$ cat src/rtl/mem_access_ctrl_if.sv
// Request/acknowledge bus between the MEM-stage sequencer and the data memory.
// The sequencer drives the request side; the memory drives the completion side.
interface mem_access_ctrl_if;
    logic        mem_req;
    logic        mem_we;
    logic [31:0] mem_addr;
    logic [31:0] mem_wdata;
    logic        mem_ack;
    logic [31:0] mem_rdata;

    modport master (
        output mem_req,
        output mem_we,
        output mem_addr,
        output mem_wdata,
        input  mem_ack,
        input  mem_rdata
    );

    modport slave (
        input  mem_req,
        input  mem_we,
        input  mem_addr,
        input  mem_wdata,
        output mem_ack,
        output mem_rdata
    );
endinterface

$ cat src/rtl/mem_access_ctrl.sv
// MEM-stage sequencer: issues one request per aligned access, stalls the pipeline
// until completion or timeout, and records the first misaligned/timed-out address.
module mem_access_ctrl #(
    parameter int unsigned TIMEOUT = 64,
    parameter int unsigned CNT_W   = 7
) (
    input  logic                    clk,
    input  logic                    rst_n,
    input  logic                    memread_m_i,
    input  logic                    memwrite_m_i,
    input  logic [31:0]             addr_m_i,
    input  logic [31:0]             wdata_m_i,
    input  logic                    err_clr_i,
    mem_access_ctrl_if.master       mem,
    output logic                    stall_m_o,
    output logic                    bubble_w_o,
    output logic [31:0]             rdata_w_o,
    output logic                    err_o,
    output logic [31:0]             err_addr_o
);

    typedef enum logic [1:0] {
        S_IDLE = 2'd0,
        S_REQ  = 2'd1,
        S_DONE = 2'd2
    } state_e;

    localparam logic [CNT_W-1:0] CNT_LAST = CNT_W'(TIMEOUT - 1);
    localparam logic [CNT_W-1:0] CNT_MAX  = {CNT_W{1'b1}};
    localparam logic [CNT_W-1:0] CNT_ONE  = CNT_W'(1);

    state_e             state_q, state_d;
    logic               req_q, req_d;
    logic               we_q, we_d;
    logic [31:0]        addr_q, addr_d;
    logic [31:0]        wdata_q, wdata_d;
    logic [CNT_W-1:0]   cnt_q, cnt_d;
    logic [31:0]        rdata_q, rdata_d;
    logic               err_q, err_d;
    logic [31:0]        err_addr_q, err_addr_d;
    logic               tmo_q, tmo_d;

    logic               mem_op_s;
    logic               access_s;
    logic               misal_s;
    logic               stall_s;
    logic               bubble_s;
    logic               new_err_s;
    logic [31:0]        new_err_addr_s;

    assign mem_op_s = memread_m_i | memwrite_m_i;
    assign access_s = mem_op_s & (addr_m_i[1:0] == 2'b00);
    assign misal_s  = mem_op_s & (addr_m_i[1:0] != 2'b00);

    // Next-state, request capture, wait counter and error bookkeeping.
    always_comb begin
        state_d        = state_q;
        req_d          = req_q;
        we_d           = we_q;
        addr_d         = addr_q;
        wdata_d        = wdata_q;
        cnt_d          = cnt_q;
        rdata_d        = rdata_q;
        tmo_d          = tmo_q;
        stall_s        = 1'b0;
        bubble_s       = 1'b0;
        new_err_s      = 1'b0;
        new_err_addr_s = addr_q;

        case (state_q)
            S_IDLE: begin
                if (access_s) begin
                    stall_s  = 1'b1;
                    bubble_s = 1'b1;
                    state_d  = S_REQ;
                    req_d    = 1'b1;
                    we_d     = memwrite_m_i;
                    addr_d   = {addr_m_i[31:2], 2'b00};
                    wdata_d  = wdata_m_i;
                    cnt_d    = {CNT_W{1'b0}};
                    tmo_d    = 1'b0;
                end else if (misal_s) begin
                    bubble_s       = 1'b1;
                    new_err_s      = 1'b1;
                    new_err_addr_s = addr_m_i;
                end else begin
                    state_d = S_IDLE;
                end
            end
            S_REQ: begin
                stall_s  = 1'b1;
                bubble_s = 1'b1;
                if (cnt_q != CNT_MAX) begin
                    cnt_d = cnt_q + CNT_ONE;
                end else begin
                    cnt_d = cnt_q;
                end
                // An ack arriving in the last allowed cycle still completes normally.
                if (mem.mem_ack) begin
                    req_d   = 1'b0;
                    state_d = S_DONE;
                    if (!we_q) begin
                        rdata_d = mem.mem_rdata;
                    end else begin
                        rdata_d = rdata_q;
                    end
                end else if (cnt_q == CNT_LAST) begin
                    req_d          = 1'b0;
                    rdata_d        = 32'h0000_0000;
                    tmo_d          = 1'b1;
                    new_err_s      = 1'b1;
                    new_err_addr_s = addr_q;
                    state_d        = S_DONE;
                end else begin
                    state_d = S_REQ;
                end
            end
            S_DONE: begin
                bubble_s = tmo_q & ~we_q;
                state_d  = S_IDLE;
            end
            default: begin
                state_d = S_IDLE;
                req_d   = 1'b0;
            end
        endcase
    end

    // Sticky error: a new error beats a coincident clear and then records its address.
    always_comb begin
        if (new_err_s) begin
            err_d = 1'b1;
            if (!err_q || err_clr_i) begin
                err_addr_d = new_err_addr_s;
            end else begin
                err_addr_d = err_addr_q;
            end
        end else if (err_clr_i) begin
            err_d      = 1'b0;
            err_addr_d = err_addr_q;
        end else begin
            err_d      = err_q;
            err_addr_d = err_addr_q;
        end
    end

    // State and datapath registers.
    always_ff @(posedge clk or negedge rst_n) begin
        if (!rst_n) begin
            state_q    <= S_IDLE;
            req_q      <= 1'b0;
            we_q       <= 1'b0;
            addr_q     <= 32'h0000_0000;
            wdata_q    <= 32'h0000_0000;
            cnt_q      <= {CNT_W{1'b0}};
            rdata_q    <= 32'h0000_0000;
            err_q      <= 1'b0;
            err_addr_q <= 32'h0000_0000;
            tmo_q      <= 1'b0;
        end else begin
            state_q    <= state_d;
            req_q      <= req_d;
            we_q       <= we_d;
            addr_q     <= addr_d;
            wdata_q    <= wdata_d;
            cnt_q      <= cnt_d;
            rdata_q    <= rdata_d;
            err_q      <= err_d;
            err_addr_q <= err_addr_d;
            tmo_q      <= tmo_d;
        end
    end

    // Stall/bubble are decoded from state; reset forces them low even with an access pending.
    assign stall_m_o     = stall_s & rst_n;
    assign bubble_w_o    = bubble_s & rst_n;
    assign mem.mem_req   = req_q;
    assign mem.mem_we    = we_q;
    assign mem.mem_addr  = addr_q;
    assign mem.mem_wdata = wdata_q;
    assign rdata_w_o     = rdata_q;
    assign err_o         = err_q;
    assign err_addr_o    = err_addr_q;

endmodule
$ cat src/flat_wrapper.sv
// flat-port wrapper written by rule: the top's interface ports become plain ports
module mem_access_ctrl_flat 
#(
    parameter int unsigned TIMEOUT = 64,
    parameter int unsigned CNT_W   = 7
)
  (clk, rst_n, memread_m_i, memwrite_m_i, addr_m_i, wdata_m_i, err_clr_i, stall_m_o, bubble_w_o, rdata_w_o, err_o, err_addr_o, mem_mem_req, mem_mem_we, mem_mem_addr, mem_mem_wdata, mem_mem_ack, mem_mem_rdata);
  mem_access_ctrl_if mem_i ();
  input  logic clk;
  input  logic rst_n;
  input  logic memread_m_i;
  input  logic memwrite_m_i;
  input  logic [31:0] addr_m_i;
  input  logic [31:0] wdata_m_i;
  input  logic err_clr_i;
  output logic stall_m_o;
  output logic bubble_w_o;
  output logic [31:0] rdata_w_o;
  output logic err_o;
  output logic [31:0] err_addr_o;
  output wire logic [$bits(mem_i.mem_req)-1:0] mem_mem_req;
  output wire logic [$bits(mem_i.mem_we)-1:0] mem_mem_we;
  output wire logic [$bits(mem_i.mem_addr)-1:0] mem_mem_addr;
  output wire logic [$bits(mem_i.mem_wdata)-1:0] mem_mem_wdata;
  input wire logic [$bits(mem_i.mem_ack)-1:0] mem_mem_ack;
  input wire logic [$bits(mem_i.mem_rdata)-1:0] mem_mem_rdata;
  assign mem_mem_req = mem_i.mem_req;
  assign mem_mem_we = mem_i.mem_we;
  assign mem_mem_addr = mem_i.mem_addr;
  assign mem_mem_wdata = mem_i.mem_wdata;
  assign mem_i.mem_ack = mem_mem_ack;
  assign mem_i.mem_rdata = mem_mem_rdata;
  mem_access_ctrl #(.TIMEOUT(TIMEOUT), .CNT_W(CNT_W)) u_core (.clk(clk), .rst_n(rst_n), .memread_m_i(memread_m_i), .memwrite_m_i(memwrite_m_i), .addr_m_i(addr_m_i), .wdata_m_i(wdata_m_i), .err_clr_i(err_clr_i), .mem(mem_i), .stall_m_o(stall_m_o), .bubble_w_o(bubble_w_o), .rdata_w_o(rdata_w_o), .err_o(err_o), .err_addr_o(err_addr_o));
endmodule
$ cat config.mk
export PLATFORM = sky130hd
export DESIGN_NAME = mem_access_ctrl_flat
export DESIGN_NICKNAME = d
export VERILOG_FILES = /design/src/rtl/mem_access_ctrl_if.sv /design/src/rtl/mem_access_ctrl.sv /design/src/flat_wrapper.sv
export SDC_FILE = /design/constraint.sdc
export NUM_CORES = 1
export LEC_CHECK = 0
export CORE_AREA = 3 3 117 119
export CTS_CLUSTER_DIAMETER = 150
export CTS_CLUSTER_SIZE = 16
export DETAILED_ROUTE_END_ITERATION = 7
export DIE_AREA = 0 0 120 122
export DONT_BUFFER_PORTS = 1
export PLACE_DENSITY = 0.61
export SLEW_MARGIN = 20
export SYNTH_ARGS = -nofsm -noshare
export SYNTH_HDL_FRONTEND = slang
export SYNTH_SLANG_ARGS = --single-unit
export TNS_END_PERCENT = 20
$ cat constraint.sdc
create_clock -name clk -period 6.15 [get_ports clk]
set_clock_uncertainty 0.05 [all_clocks]
set_input_delay 1.23 -clock clk [delete_from_list [all_inputs] [get_ports clk]]
set_output_delay 1.23 -clock clk [all_outputs]
set_load 0.01 [all_outputs]
==> summary.md, run 1 <==
| Metric | Value |
|---|---|
| Initial Util | `45.3%` |
| RSZ-0062 raised after global routing | `false` |
| Routed wl met3 | `1540 µm` |
| Number of global-route vias before repair | `3891` |
| Largest vdd supply drop | `222 µV` |
| Port-buffer cells | `0` |
| EDFF count, synth | `0` |
| Sequential share of the synthesized area | `60.6%` |
| Post-synth top area share | `60.6%` |
| Final hold violation count | `0` |
| GR Overflow Total | `0` |
| Area delta synth->final | `11.6%` |
| Final #Nets | `615` |
| Initial antenna violation count | `1` |
| Max_cap viols | `0` |
| Vias per cell | `5.42` |
| Slowest-stage cell, CP | `nor3b_1` |
| First-pass GRT wire length | `21000 µm` |
| Setup bufs post-CTS | `0` |
| Synth area leaders | `dfrtp_1, nand2_1, mux2_2, a22o_1, mux2_1` |
| Met2 wire length | `6450 µm` |
| Clock power frac | `32.0%` |
| Layout cells sized above 1 | `18.1%` |
| Clk buf depth | `2` |
| Pins over their slew limit | `0` |
| Comb power frac | `14.4%` |
| Hold_buf cts | `0` |
| Largest net degree at the start of global routing | `142` |
| Post-synth top flop | `dfrtp_1` |
| DRT antenna net count | `0` |
| Yosys warns | `0` |
| Tmin final | `3140 ps` |
| Post-cts sizing count | `0` |
| Ant diodes | `0` |
| Capturing element type of the critical path | `output port` |
| Routed vias | `3777` |
| Status | `complete, no violations` |
| DRT met1 WL | `5040 µm` |
| # DRC | `0` |
| Total track usage | `18.5%` |
| Pleak | `0.00318 µW` |
| Worst path cell trace | `nor2_2, nor3_1, nor2_1, nor3b_1` |
| Routed Wire Length | `13400 µm` |
| Root Buffer | `clkbuf_16` |
| Reg power frac | `53.6%` |
| Hold Slack | `459 ps` |
| Critical path launch point type | `input pin` |
| Period Utilization, post-route | `51.1%` |
| Crit-path max FO | `5` |
| Actual slew at the worst max-slew pin | `1040 ps` |
| Gp weighted congestion | `0.783` |
| Final setup viols | `0` |
| Core Util, Final | `50.6%` |
| Top routing layer used | `met5` |
| Cell Int Power | `2070 µW` |
| Hpwl dp | `9120 µm` |
| Post-Syn Instances | `519` |
| Count leader, synth | `nand2_1` |
| WP data required | `4870 ps` |
| Critical path arrival | `1860 ps` |
| Hold WC Path Type | `input pin to async pin` |
| Clock sinks | `139` |
| Io pins | `235` |
| Share of flip-flops with an asynchronous set or reset | `100%` |
| Die area | `0.0146 mm²` |
| Sw Ratio | `31.9%` |
| Die H | `122 µm` |
| 1st-pass router iterations | `4` |
| Max frequency | `318 MHz` |
| Slowest cell delay on critical path | `370 ps` |
| Die width | `120 µm` |
| Netlist Area Pre-Place | `0.00574 mm²` |
| Syn Area/Cell | `11.1 µm²` |
| CTS tree | `built` |
| Top post-synthesis cells by count | `nand2_1, dfrtp_1, mux2_2` |
| Yosys top cell by area | `dfrtp_1` |
| Worst-path clk slew | `60 ps` |
| Register bit total from synthesis | `139` |
| Total CTS buffers | `17` |
| Iteration-0 DRC Markers | `191` |
| Max-slew headroom | `30.2%` |
| Core area | `0.0127 mm²` |
| Pwr Density | `474 mW/mm²` |
| H-tree depth | `4` |
| Avg WL per Cell | `19.3 µm` |
| Row count | `41` |
| Worst skew pair latency | `410 ps` |
| Setup TNS | `0 ps` |
| Cell variety after synth | `37` |
| Sw Pwr | `969 µW` |
| Crit path kind | `input pin to output port` |
power groups by stage:
stage / registers [µW] / logic [µW] / clock network, µW
2_1_floorplan: 1550 / 385 / 0
3_3_place_gp: 1650 / 417 / 0
3_5_place_dp: 1650 / 444 / 0
4_1_cts: 1640 / 446 / 1000
5_1_grt: 1670 / 497 / 1050
6_report: 1630 / 437 / 972
area by class of cell:
type                       count  area [µm²]
tap                          172         215
timing repair buffer           4        30.0
fill                        1146        6260
clock inverter                14         129
sequential                   139        3480
multi-input combinational    348        2110
clock buffer                  18         439
inverter                       2        7.51
layout by cell type (no fill, tap or decap), types with 3 or more instances in the layout:
master,Yosys,final
clkinv_2,0,9
nor2_1,12,11
nand2b_1,3,3
mux2i_1,3,3
mux2_2,52,52
clkbuf_16,0,17
dfrtp_1,139,139
nand2_1,197,196
o22ai_1,4,4
and3_1,3,3
o31ai_1,4,4
a21o_1,3,3
buf_4,2,4
mux2_1,8,8
a22o_1,35,35
stage by stage:
step | area, µm² | std cells | worst slack (ps) | power [µW]
after floorplan | 5750 | 520 | 3090 | 1930
after global placement | 5830 | 665 | 2790 | 2060
after detailed placement | 5830 | 665 | 2720 | 2090
after CTS | 6400 | 697 | 3000 | 3090
after global routing | 6410 | 697 | 2940 | 3210
final | 6410 | 697 | 3010 | 3040
sequential cells by signal, indices dropped and copies added, names as in the netlist:
name / flops
u_core.state_q: 2
u_core.mem.mem_we: 1
u_core.tmo_q: 1
u_core.cnt_q: 7
u_core.mem.mem_addr: 30
u_core.err_addr_o: 32
u_core.rdata_w_o: 32
u_core.mem.mem_req: 1
u_core.mem.mem_wdata: 32
u_core.err_o: 1
final timing paths:
kind	start	to	slack, ps	cells past startpoint
max in group asynchronous	rst_n	u_core.mem.mem_wdata[7]$_DFFE_PN0P_	5400	0
hold reg to reg	u_core.cnt_q[0]$_DFFE_PN0P_	u_core.cnt_q[0]$_DFFE_PN0P_	460	1
setup / recovery	memwrite_m_i	stall_m_o	3010	4
min in group clk	u_core.cnt_q[0]$_DFFE_PN0P_	u_core.cnt_q[0]$_DFFE_PN0P_	460	1
setup reg to reg	u_core.state_q[0]$_DFFE_PN0P_	u_core.err_addr_o[5]$_DFFE_PN0P_	3530	5
hold / removal	rst_n	u_core.mem.mem_addr[6]$_DFFE_PN0P_	460	0
kinds of logic after synthesis:
logic type,count (synthesis),share of synthesized area (%)
flops,139,60.6
buf+inv,33,3.16
mux,63,12.3
fa+ha+maj,1,0.218
compound gates,53,7.41
other cells,1,0.0653
simple gates,229,16.3
metal layers:
metal | up-vias | track usage [%]
met5 | - | 0
li1 | 1716 | -
met4 | 2 | 9.16
met3 | 31 | 9.10
met2 | 186 | 28.6
met1 | 1842 | 21.4
critical path, delay by kind of cell:
kind	cells	cell delay [ps]
simple gates	4	640
No activity file was read; power rests on OpenSTA's default activity.
==> run 2: changes to the inputs <==
==> constraint.sdc (replaced) <==
create_clock -name clk -period 3.1 [get_ports clk]
set_clock_uncertainty 0.05 [all_clocks]
set_input_delay 0.62 -clock clk [delete_from_list [all_inputs] [get_ports clk]]
set_output_delay 0.62 -clock clk [all_outputs]
set_load 0.01 [all_outputs]
==> run 2 against run 1 <==
Net effect:
- the run now ends with negative hold slack left
- worst hold slack lost 600 ps
- non-clock buffer count increased by 3
- critical path type is now register to register
- clock power is 98% higher
- highest routed layer is now met4
- combinational power rose by 100%
- critical endpoint is now u_core.err_addr_o[22]$_DFFE_PN0P_
- sequential power up 98%
==> summary.md, run 2 (synthesis results as in run 1) <==
| Metric | Value |
|---|---|
| Status | `finished with violations (was complete, no violations)` |
| Violated checks | `negative hold slack` |
| GR Overflow Total | `0 (unchanged)` |
| Layout cells sized above 1 | `17.8% (was 18.1%)` |
| Clock sinks | `139 (unchanged)` |
| Ant diodes | `0 (unchanged)` |
| Worst-case reg-to-reg path depth | `5 (unchanged)` |
| Gp weighted congestion | `0.760 (was 0.783)` |
| Row count | `41 (unchanged)` |
| Final std cells w/o fill | `699 (was 697)` |
| Routed vias | `3728 (was 3777)` |
| Max-slew headroom | `55.2% (was 30.2%)` |
| # DRC | `0 (unchanged)` |
| Met2 wire length | `6400 µm (was 6450 µm)` |
| Hold WC Path Type | `input pin to async pin (unchanged)` |
| Iteration-0 DRC Markers | `208 (was 191)` |
| Worst-path clk slew | `60 ps (about the same)` |
| Setup TNS | `0 ps (unchanged)` |
| Actual slew at the worst max-slew pin | `669 ps (was 1040 ps)` |
| Worst skew pair latency | `410 ps (about the same)` |
| Core area | `0.0127 mm² (unchanged)` |
| Fill cells | `1150 (was 1146)` |
| DRT antenna net count | `0 (unchanged)` |
| H-tree depth | `4 (unchanged)` |
| Routed Wire Length | `13000 µm (was 13400 µm)` |
| Total track usage | `18.0% (was 18.5%)` |
| Most frequent cells in the layout | `nand2_1, dfrtp_1, mux2_2 (unchanged)` |
| Port-buffer cells | `0 (unchanged)` |
| Worst path cell trace | `nand2b_1, nor4_1, o21ai_4, buf_12, mux2_2 (was nor2_2, nor3_1, nor2_1, nor3b_1)` |
| Final #Nets | `618 (was 615)` |
| Register area | `0.00348 mm² (unchanged)` |
| Pwr Density | `934 mW/mm² (was 474 mW/mm²)` |
| RSZ-0062 raised after global routing | `false (unchanged)` |
| Pleak | `0.00320 µW (was 0.00318 µW)` |
| Die H | `122 µm (unchanged)` |
| Die area | `0.0146 mm² (unchanged)` |
| Io pins | `235 (unchanged)` |
| Period Utilization, post-route | `78.5%` |
| Die width | `120 µm (unchanged)` |
| Initial Util | `45.3% (unchanged)` |
| DRT met1 WL | `4930 µm (was 5040 µm)` |
| Initial antenna violation count | `0 (was 1)` |
| Worst setup path start | `u_core.state_q[1]$_DFFE_PN0P_ (was memwrite_m_i)` |
| Avg WL per Cell | `18.6 µm (was 19.3 µm)` |
| Placed cells | `668 (was 665)` |
| Hpwl dp | `8930 µm (was 9120 µm)` |
| Pins over their slew limit | `0 (unchanged)` |
| Critical R2R Launch | `u_core.state_q[1]$_DFFE_PN0P_ (was u_core.state_q[0]$_DFFE_PN0P_)` |
| Total CTS buffers | `17 (unchanged)` |
| Area of the multi-input gates | `0.00210 mm² (was 0.00211 mm²)` |
| Capturing element type of the critical path | `register (was output port)` |
| Slowest-stage cell, CP | `nor4_1 (was nor3b_1)` |
| Commonest non-fill, non-tap cell in the layout | `nand2_1 (unchanged)` |
| Largest vdd supply drop | `455 µV (was 222 µV)` |
| Clk buf depth | `2 (unchanged)` |
| Critical path launch point type | `register (was input pin)` |
| Crit-path max FO | `21 (was 5)` |
| Setup bufs post-CTS | `0 (unchanged)` |
| 1st-pass router iterations | `4 (unchanged)` |
| Max frequency | `411 MHz` |
| Routed wl met3 | `1510 µm (was 1540 µm)` |
| Tmin final | `2430 ps` |
| Final setup viols | `0 (unchanged)` |
| Critical path arrival | `2670 ps (was 1860 ps)` |
| First-pass GRT wire length | `20400 µm (was 21000 µm)` |
| Slowest cell delay on critical path | `670 ps (was 370 ps)` |
| Largest net degree at the start of global routing | `142 (unchanged)` |
| Root Buffer | `clkbuf_16 (unchanged)` |
| Post-cts sizing count | `0 (unchanged)` |
| WP data required | `3340 ps (was 4870 ps)` |
| Top routing layer used | `met4 (was met5)` |
| Hold Slack | `-143 ps (was 459 ps)` |
| CTS tree | `built (unchanged)` |
| Area delta synth->final | `12.4% (was 11.6%)` |
| Crit path kind | `register to register (was input pin to output port)` |
| Total chip power | `6030 µW (was 3040 µW)` |
| Number of global-route vias before repair | `3865 (was 3891)` |
| Final hold violation count | `139 (was 0)` |
| Vias per cell | `5.33 (was 5.42)` |
| Max_cap viols | `0 (unchanged)` |
## run 2: cell types whose count changed in the layout (fill, tap and decap cells not counted), moves of 2 or more
cell and delta:
clkbuf_8 +5, buf_12 +2, clkbuf_1 +2, clkinv_2 -6
## run 2: area by class of cell
cell class / count / area share, %
Timing Repair Buffer: 7 / 1.20
Clock buffer: 25 / 7.98
Clock inverter: 6 / 0.930
Inverter: 2 / 0.116
Multi-Input combinational cell: 348 / 32.6
Sequential cell: 139 / 53.9
Tap cell: 172 / 3.33
## run 2: final timing paths
check,slack [ps],to
min,-140,u_core.err_addr_o[10]$_DFFE_PN0P_
max in group asynchronous,2940,u_core.rdata_w_o[22]$_DFFE_PN0P_
min reg2reg,450,u_core.cnt_q[0]$_DFFE_PN0P_
max,670,u_core.err_addr_o[22]$_DFFE_PN0P_
max reg2reg,670,u_core.err_addr_o[22]$_DFFE_PN0P_
min in group clk,260,u_core.state_q[0]$_DFFE_PN0P_
## run 2: through the flow
step / utilization [%] / instance area, µm² / setup WS, ps
CTS: 51.0 / 6460 / 631
floorplan: - / 5750 / 1110
detailed placement: 46.4 / 5880 / 638
global placement: 46.4 / 5880 / 676
finish: 51.0 / 6460 / 668
global route: 51.0 / 6460 / 488
## run 2: routing by layer
| layer | vias to the layer above | track usage, % |
|---|---|---|
| li1 | 1725 | - |
| met1 | 1827 | 20.4 |
| met2 | 163 | 29.0 |
| met3 | 13 | 9.61 |
| met4 | 0 | 6.37 |
| met5 | - | 0 |
## run 2: worst max-delay path, delay by kind of cell (launching register included)
family	cells	cell delay, ps
muxes	1	280
DFF	1	440
AOI/OAI and AO/OA	1	250
and+or+nand+nor	2	1060
buffers and inverters	1	230
## run 2: where the power goes
group          switching, µW  total (µW)  internal [µW]
Sequential               800        3230           2430
Clock                    700        1920           1220
Combinational            373         874            501
==> run 3: changes to the inputs <==
==> constraint.sdc (replaced) <==
create_clock -name clk -period 2.49 [get_ports clk]
set_clock_uncertainty 0.05 [all_clocks]
set_input_delay 0.498 -clock clk [delete_from_list [all_inputs] [get_ports clk]]
set_output_delay 0.498 -clock clk [all_outputs]
set_load 0.01 [all_outputs]
==> run 3 against run 2 <==
Net effect:
- final cell count grew 1.0%
- flip-flop and latch count did not move
- global-route usage rose by 0.12 points
- wire length decreased by 0.78%
- worst setup slack lost 360 ps
- critical endpoint is now bubble_w_o
- core utilization up 0.25 points
- first-iteration DRC count shrank 17%
- die area unchanged
- the flow still finishes with violations (negative hold slack)
- non-clock buffer count grew 6
==> summary.md, run 3 (synthesis results as in run 1) <==
| Metric | Value |
|---|---|
| Status | `finished with violations (unchanged)` |
| Violated checks | `negative hold slack (unchanged)` |
| Avg WL per Cell | `18.3 µm (was 18.6 µm)` |
| Critical path destination | `bubble_w_o (was u_core.err_addr_o[22]$_DFFE_PN0P_)` |
| Max frequency | `458 MHz` |
| Reg2reg end | `u_core.err_addr_o[24]$_DFFE_PN0P_ (was u_core.err_addr_o[22]$_DFFE_PN0P_)` |
| Register area | `0.00348 mm² (unchanged)` |
| GR Overflow Total | `0 (unchanged)` |
| Sw Pwr | `2370 µW (was 1870 µW)` |
| CP top delay family | `compound AO/OA/AOI/OAI gates (was simple AND/OR/NAND/NOR gates)` |
| Commonest non-fill, non-tap cell in the layout | `nand2_1 (unchanged)` |
| Period Utilization, post-route | `87.7%` |
| Worst setup path start | `u_core.state_q[1]$_DFFE_PN0P_ (unchanged)` |
| Clock sinks | `139 (unchanged)` |
| Worst-case reg-to-reg path depth | `7 (was 5)` |
| Critical path launch point type | `register (unchanged)` |
| Cell Int Power | `5130 µW (was 4160 µW)` |
| Layout cells sized above 1 | `19.3% (was 17.8%)` |
| DRT antenna net count | `0 (unchanged)` |
| Reg power frac | `53.6% (about the same)` |
| Actual slew at the worst max-slew pin | `652 ps (was 669 ps)` |
| Worst-path clk slew | `60 ps (about the same)` |
| WP data required | `1940 ps (was 3340 ps)` |
| Final setup viols | `0 (unchanged)` |
| Root Buffer | `clkbuf_16 (unchanged)` |
| Total track usage | `18.1% (was 18.0%)` |
| Io pins | `235 (unchanged)` |
| CTS tree | `built (unchanged)` |
| Initial Util | `45.3% (unchanged)` |
| Die area | `0.0146 mm² (unchanged)` |
| Hpwl dp | `9010 µm (was 8930 µm)` |
| Hold Slack | `-271 ps (was -143 ps)` |
| Ant diodes | `0 (unchanged)` |
| Worst path cell trace | `or2_1, o31ai_1, a21oi_1 (was nand2b_1, nor4_1, o21ai_4, buf_12, mux2_2)` |
| Number of global-route vias before repair | `3950 (was 3865)` |
| Levels on crit path | `3 (was 5)` |
| Critical R2R Launch | `u_core.cnt_q[0]$_DFFE_PN0P_ (was u_core.state_q[1]$_DFFE_PN0P_)` |
| Slowest cell delay on critical path | `430 ps (was 670 ps)` |
| Setup TNS | `0 ps (unchanged)` |
| Area of the multi-input gates | `0.00210 mm² (unchanged)` |
| Worst skew pair latency | `410 ps (about the same)` |
| Core Util, Final | `51.2% (was 51.0%)` |
| Post-cts sizing count | `0 (unchanged)` |
| Largest vdd supply drop | `517 µV (was 455 µV)` |
| Iteration-0 DRC Markers | `173 (was 208)` |
| Crit path kind | `register to output port (was register to register)` |
| Crit-path max FO | `7 (was 21)` |
| Capturing element type of the critical path | `output port (was register)` |
| Die width | `120 µm (unchanged)` |
| Fill cells | `1140 (was 1150)` |
| Max-slew headroom | `56.3% (was 55.2%)` |
| Comb power frac | `14.6% (was 14.5%)` |
| Port-buffer cells | `0 (unchanged)` |
| Final hold violation count | `139 (unchanged)` |
| Pins over their slew limit | `0 (unchanged)` |
| H-tree depth | `4 (unchanged)` |
| Core area | `0.0127 mm² (unchanged)` |
| CP bufs+invs | `0 (was 1)` |
| Hold WC Path Type | `input pin to async pin (unchanged)` |
| Pwr Density | `1160 mW/mm² (was 934 mW/mm²)` |
| Pleak | `0.00322 µW (was 0.00320 µW)` |
| Area delta synth->final | `13.0% (was 12.4%)` |
| Final #Nets | `624 (was 618)` |
| # DRC | `0 (unchanged)` |
| Tmin final | `2180 ps` |
| Most frequent cells in the layout | `nand2_1, dfrtp_1, mux2_2 (unchanged)` |
| Sw Ratio | `31.6% (was 31.1%)` |
| R2R Setup Slk | `380 ps (was 670 ps)` |
| Vias per cell | `5.31 (was 5.33)` |
| Routed vias | `3751 (was 3728)` |
| Clock power frac | `31.8% (was 31.9%)` |
| Routed Wire Length | `12900 µm (was 13000 µm)` |
| Total CTS buffers | `17 (unchanged)` |
| First-pass GRT wire length | `20600 µm (was 20400 µm)` |
| Largest net degree at the start of global routing | `142 (unchanged)` |
| Setup bufs post-CTS | `0 (unchanged)` |
| 1st-pass router iterations | `6 (was 4)` |
| RSZ-0062 raised after global routing | `false (unchanged)` |
| Gp weighted congestion | `0.772 (was 0.760)` |
| Max_cap viols | `0 (unchanged)` |
| Die H | `122 µm (unchanged)` |
| Row count | `41 (unchanged)` |
| Critical path arrival | `1640 ps (was 2670 ps)` |
| Slowest-stage cell, CP | `dfrtp_1 (was nor4_1)` |
| Initial antenna violation count | `0 (unchanged)` |
| Clk buf depth | `2 (unchanged)` |
[run 3: cell types whose count changed in the layout (fill, tap and decap cells not counted), sizes merged]
| cell | delta |
|---|---|
| clkinv | +3 |
| clkinvlp | +2 |
| buf | +6 |
| clkbuf | -4 |
[run 3: power by group through the flow]
stage | Clock, µW | Combinational [µW] | Sequential (µW)
after global routing | 2540 | 1260 | 4120
final | 2380 | 1100 | 4020
after CTS | 2460 | 1120 | 4040
after global placement | 0 | 1060 | 4060
after floorplan | 0 | 951 | 3830
after detailed placement | 0 | 1120 | 4060
[run 3: layer usage]
metal  global-route usage, %  routed length, µm  up-vias
met5                       0                  0        -
met1                    20.4               4920     1825
met2                    29.3               6340      164
met4                    7.80                232        0
li1                        -                  -     1747
met3                    8.91               1420       15
[run 3: layout make-up]
type	count	area share [%]
Timing Repair Buffer	13	1.70
Clock buffer	21	7.41
Inverter	2	0.116
Sequential cell	139	53.6
Tap cell	172	3.32
Clock inverter	11	1.45
Multi-Input combinational cell	348	32.4
[run 3: stage by stage]
| step | instance area, µm² | worst slack [ps] | instances | hold slack [ps] | total power [µW] |
|---|---|---|---|---|---|
| 2_1_floorplan | 5750 | 542 | 520 | 152 | 4780 |
| 3_3_place_gp | 5910 | 396 | 674 | 158 | 5120 |
| 3_5_place_dp | 5910 | 372 | 674 | 157 | 5180 |
| 4_1_cts | 6490 | 270 | 706 | -295 | 7620 |
| 5_1_grt | 6490 | 182 | 706 | -298 | 7920 |
| 6_report | 6490 | 307 | 706 | -271 | 7500 |
[run 3: how the worst min path moves through the flow]
stage	cells after the start	end	startpoint	slack, ps
2_1_floorplan	0	u_core.cnt_q[0]$_DFFE_PN0P_	rst_n	150
3_3_place_gp	0	u_core.err_addr_o[6]$_DFFE_PN0P_	rst_n	160
3_5_place_dp	0	u_core.err_addr_o[6]$_DFFE_PN0P_	rst_n	160
4_1_cts	0	u_core.err_addr_o[6]$_DFFE_PN0P_	rst_n	-290
5_1_grt	0	u_core.state_q[1]$_DFFE_PN0P_	rst_n	-300
6_report	0	u_core.err_addr_o[6]$_DFFE_PN0P_	rst_n	-270
==> patch, RTL diff (flow settings as in run 3) <==
The 3 states of `state_e` get a one-hot encoding in 3 bits.
--- a/src/rtl/mem_access_ctrl.sv
+++ b/src/rtl/mem_access_ctrl.sv
@@ -19,10 +19,10 @@
     output logic [31:0]             err_addr_o
 );
 
-    typedef enum logic [1:0] {
-        S_IDLE = 2'd0,
-        S_REQ  = 2'd1,
-        S_DONE = 2'd2
+    typedef enum logic [2:0] {
+        S_IDLE = 3'b001,
+        S_REQ  = 3'b010,
+        S_DONE = 3'b100
     } state_e;
 
     localparam logic [CNT_W-1:0] CNT_LAST = CNT_W'(TIMEOUT - 1);
Check against the original RTL: same outputs for any inputs over 4 cycles, from zero or initial values and one cycle with rst_n low; so few cycles prove little.
==> patch against run 3 <==
The flow still finishes with violations (negative hold slack). Largest cell class unchanged. Via count grew 2.8%. Synthesized area grew 4.2%. Synthesized cell count grew 2.7%. Worst setup slack lost 0.16 ns. Sequential cell count grew 1. Design area grew 4.2%. Register-to-register slack lost 0.17 ns. Wire length grew 2.7%. Utilization grew 2.1 points. Total power shrank 5.8%. Largest power group unchanged. Global-route usage grew 0.52 points. Critical path depth grew 2. Cell count grew 1.4%.
==> patch: results (changes against run 3) <==
Parameter                              Value

Power and ir drop
  Relative contribution of the clock network to total power    34.4% (+2.6 points)
  Worst IR drop on VDD    0.424 mV (-18%)
  Areal power density over the cells    1040 nW/um^2 (-9.6%)
  Overall power    7.06 mW (-5.8%)
  Sequential Power Share    51.7% (-1.9 points)
  Static leakage    3.35 nW (+4.0%)

Detailed routing
  Routed length on met2    6280 um (-1.0%)
  First-pass DRT Iterations    4 (-2)
  Met3 wire length    1490 um (+4.8%)
  Wire length on met1    5260 um (+7.1%)
  DR vias/cell    5.38 (+1.3%)
  First-iteration detailed-routing DRC count    255 (+47%)

Timing
  Final hold viol count    139 (unchanged)
  Crit share post-route    94.0% (+6.4 points)
  Min Hold Slack    -0.265 ns (+0.00607 ns)

Run status
  Outcome    finished with violations
  Violated checks    negative hold slack

Synth
  Part of the Yosys area used for sequential elements    58.6% (-2.0 points)
  Share of synthesized area spent on multiplexers    13.5% (+1.3 points)
  Complex-gate fraction of the synthesized area    6.90% (-0.51 points)
  Top post-synthesis cells by area    dfrtp_1 58%, nand2_1 12%, mux2_4 7.0%
  Number of distinct library cells after synthesis    48 (+30%)
  Synthesized area per cell    11.2 sq um (+1.5%)
  Adder-cell area share of the yosys netlist    0.209% (-0.0088 points)
  Synth cell count leaders    197 x nand2_1, 139 x dfrtp_1, 32 x a22o_1

Placed design
  Post-placement setup slack    0.211 ns (-0.162 ns)
  Final Wtd Congestion    0.784 (+1.6%)
  Placed Instance Area    6150 sq um (+4.0%)

Setup path
  Worst EP arrival    1.79 ns (+0.15 ns)
  Capture instance of the worst register-to-register path    u_core.err_addr_o[2]
  Biggest cell delay along the critical path    0.61 ns (+0.18 ns)
  Largest driver fanout on the critical path    8 (+1)
  Number of cells on the worst reg-to-reg path    6 (-1)
  Slowest cell on crit path    dfstp_2
  Worst setup endpoint    stall_m_o

Global route
  Number of global-route vias before repair    3960 (+0.25%)
  GRT Util Overall    18.6% (+0.52 points)
  Pin count of the biggest net entering global routing    143 (+0.70%)
  Met2 Track Usage GR    29.0% (-0.28 points)

Final layout
  Post-route non-filler standard cell count    716 (+1.4%)
  Nets@finish    635 (+1.8%)

Clock tree
  Number of resized instances in the post-cts repair step    1 (+1)
## patch: changes by cell type after synthesis, sizes merged, moves of 3 or more
cell    before  now
o22ai        4    0
a21oi        1    4
nand3        1    9
clkbuf      13   20
o211ai       0    4
a22o        35   32
nor2        13   10
o31ai        4    0
buf         18   13
## patch: cell type report
type	instances	area, sq um
timing repair buffer	12	128
inverter	4	15.0
sequential	140	3500
clock inverter	11	120
clock buffer	20	457
fill	1122	5910
tap	172	215
multi-input combinational	357	2320
## patch: worst min path at each step
stage,start,to,slack (ns),cells past startpoint
CTS,rst_n,u_core.mem.mem_wdata[1],-0.29,0
global route,rst_n,u_core.mem.mem_wdata[1],-0.29,0
finish,rst_n,u_core.mem.mem_wdata[1],-0.26,0
floorplan,rst_n,u_core.cnt_q[0],0.15,0
global placement,rst_n,u_core.mem.mem_wdata[1],0.16,0
detailed placement,rst_n,u_core.mem.mem_wdata[1],0.16,0
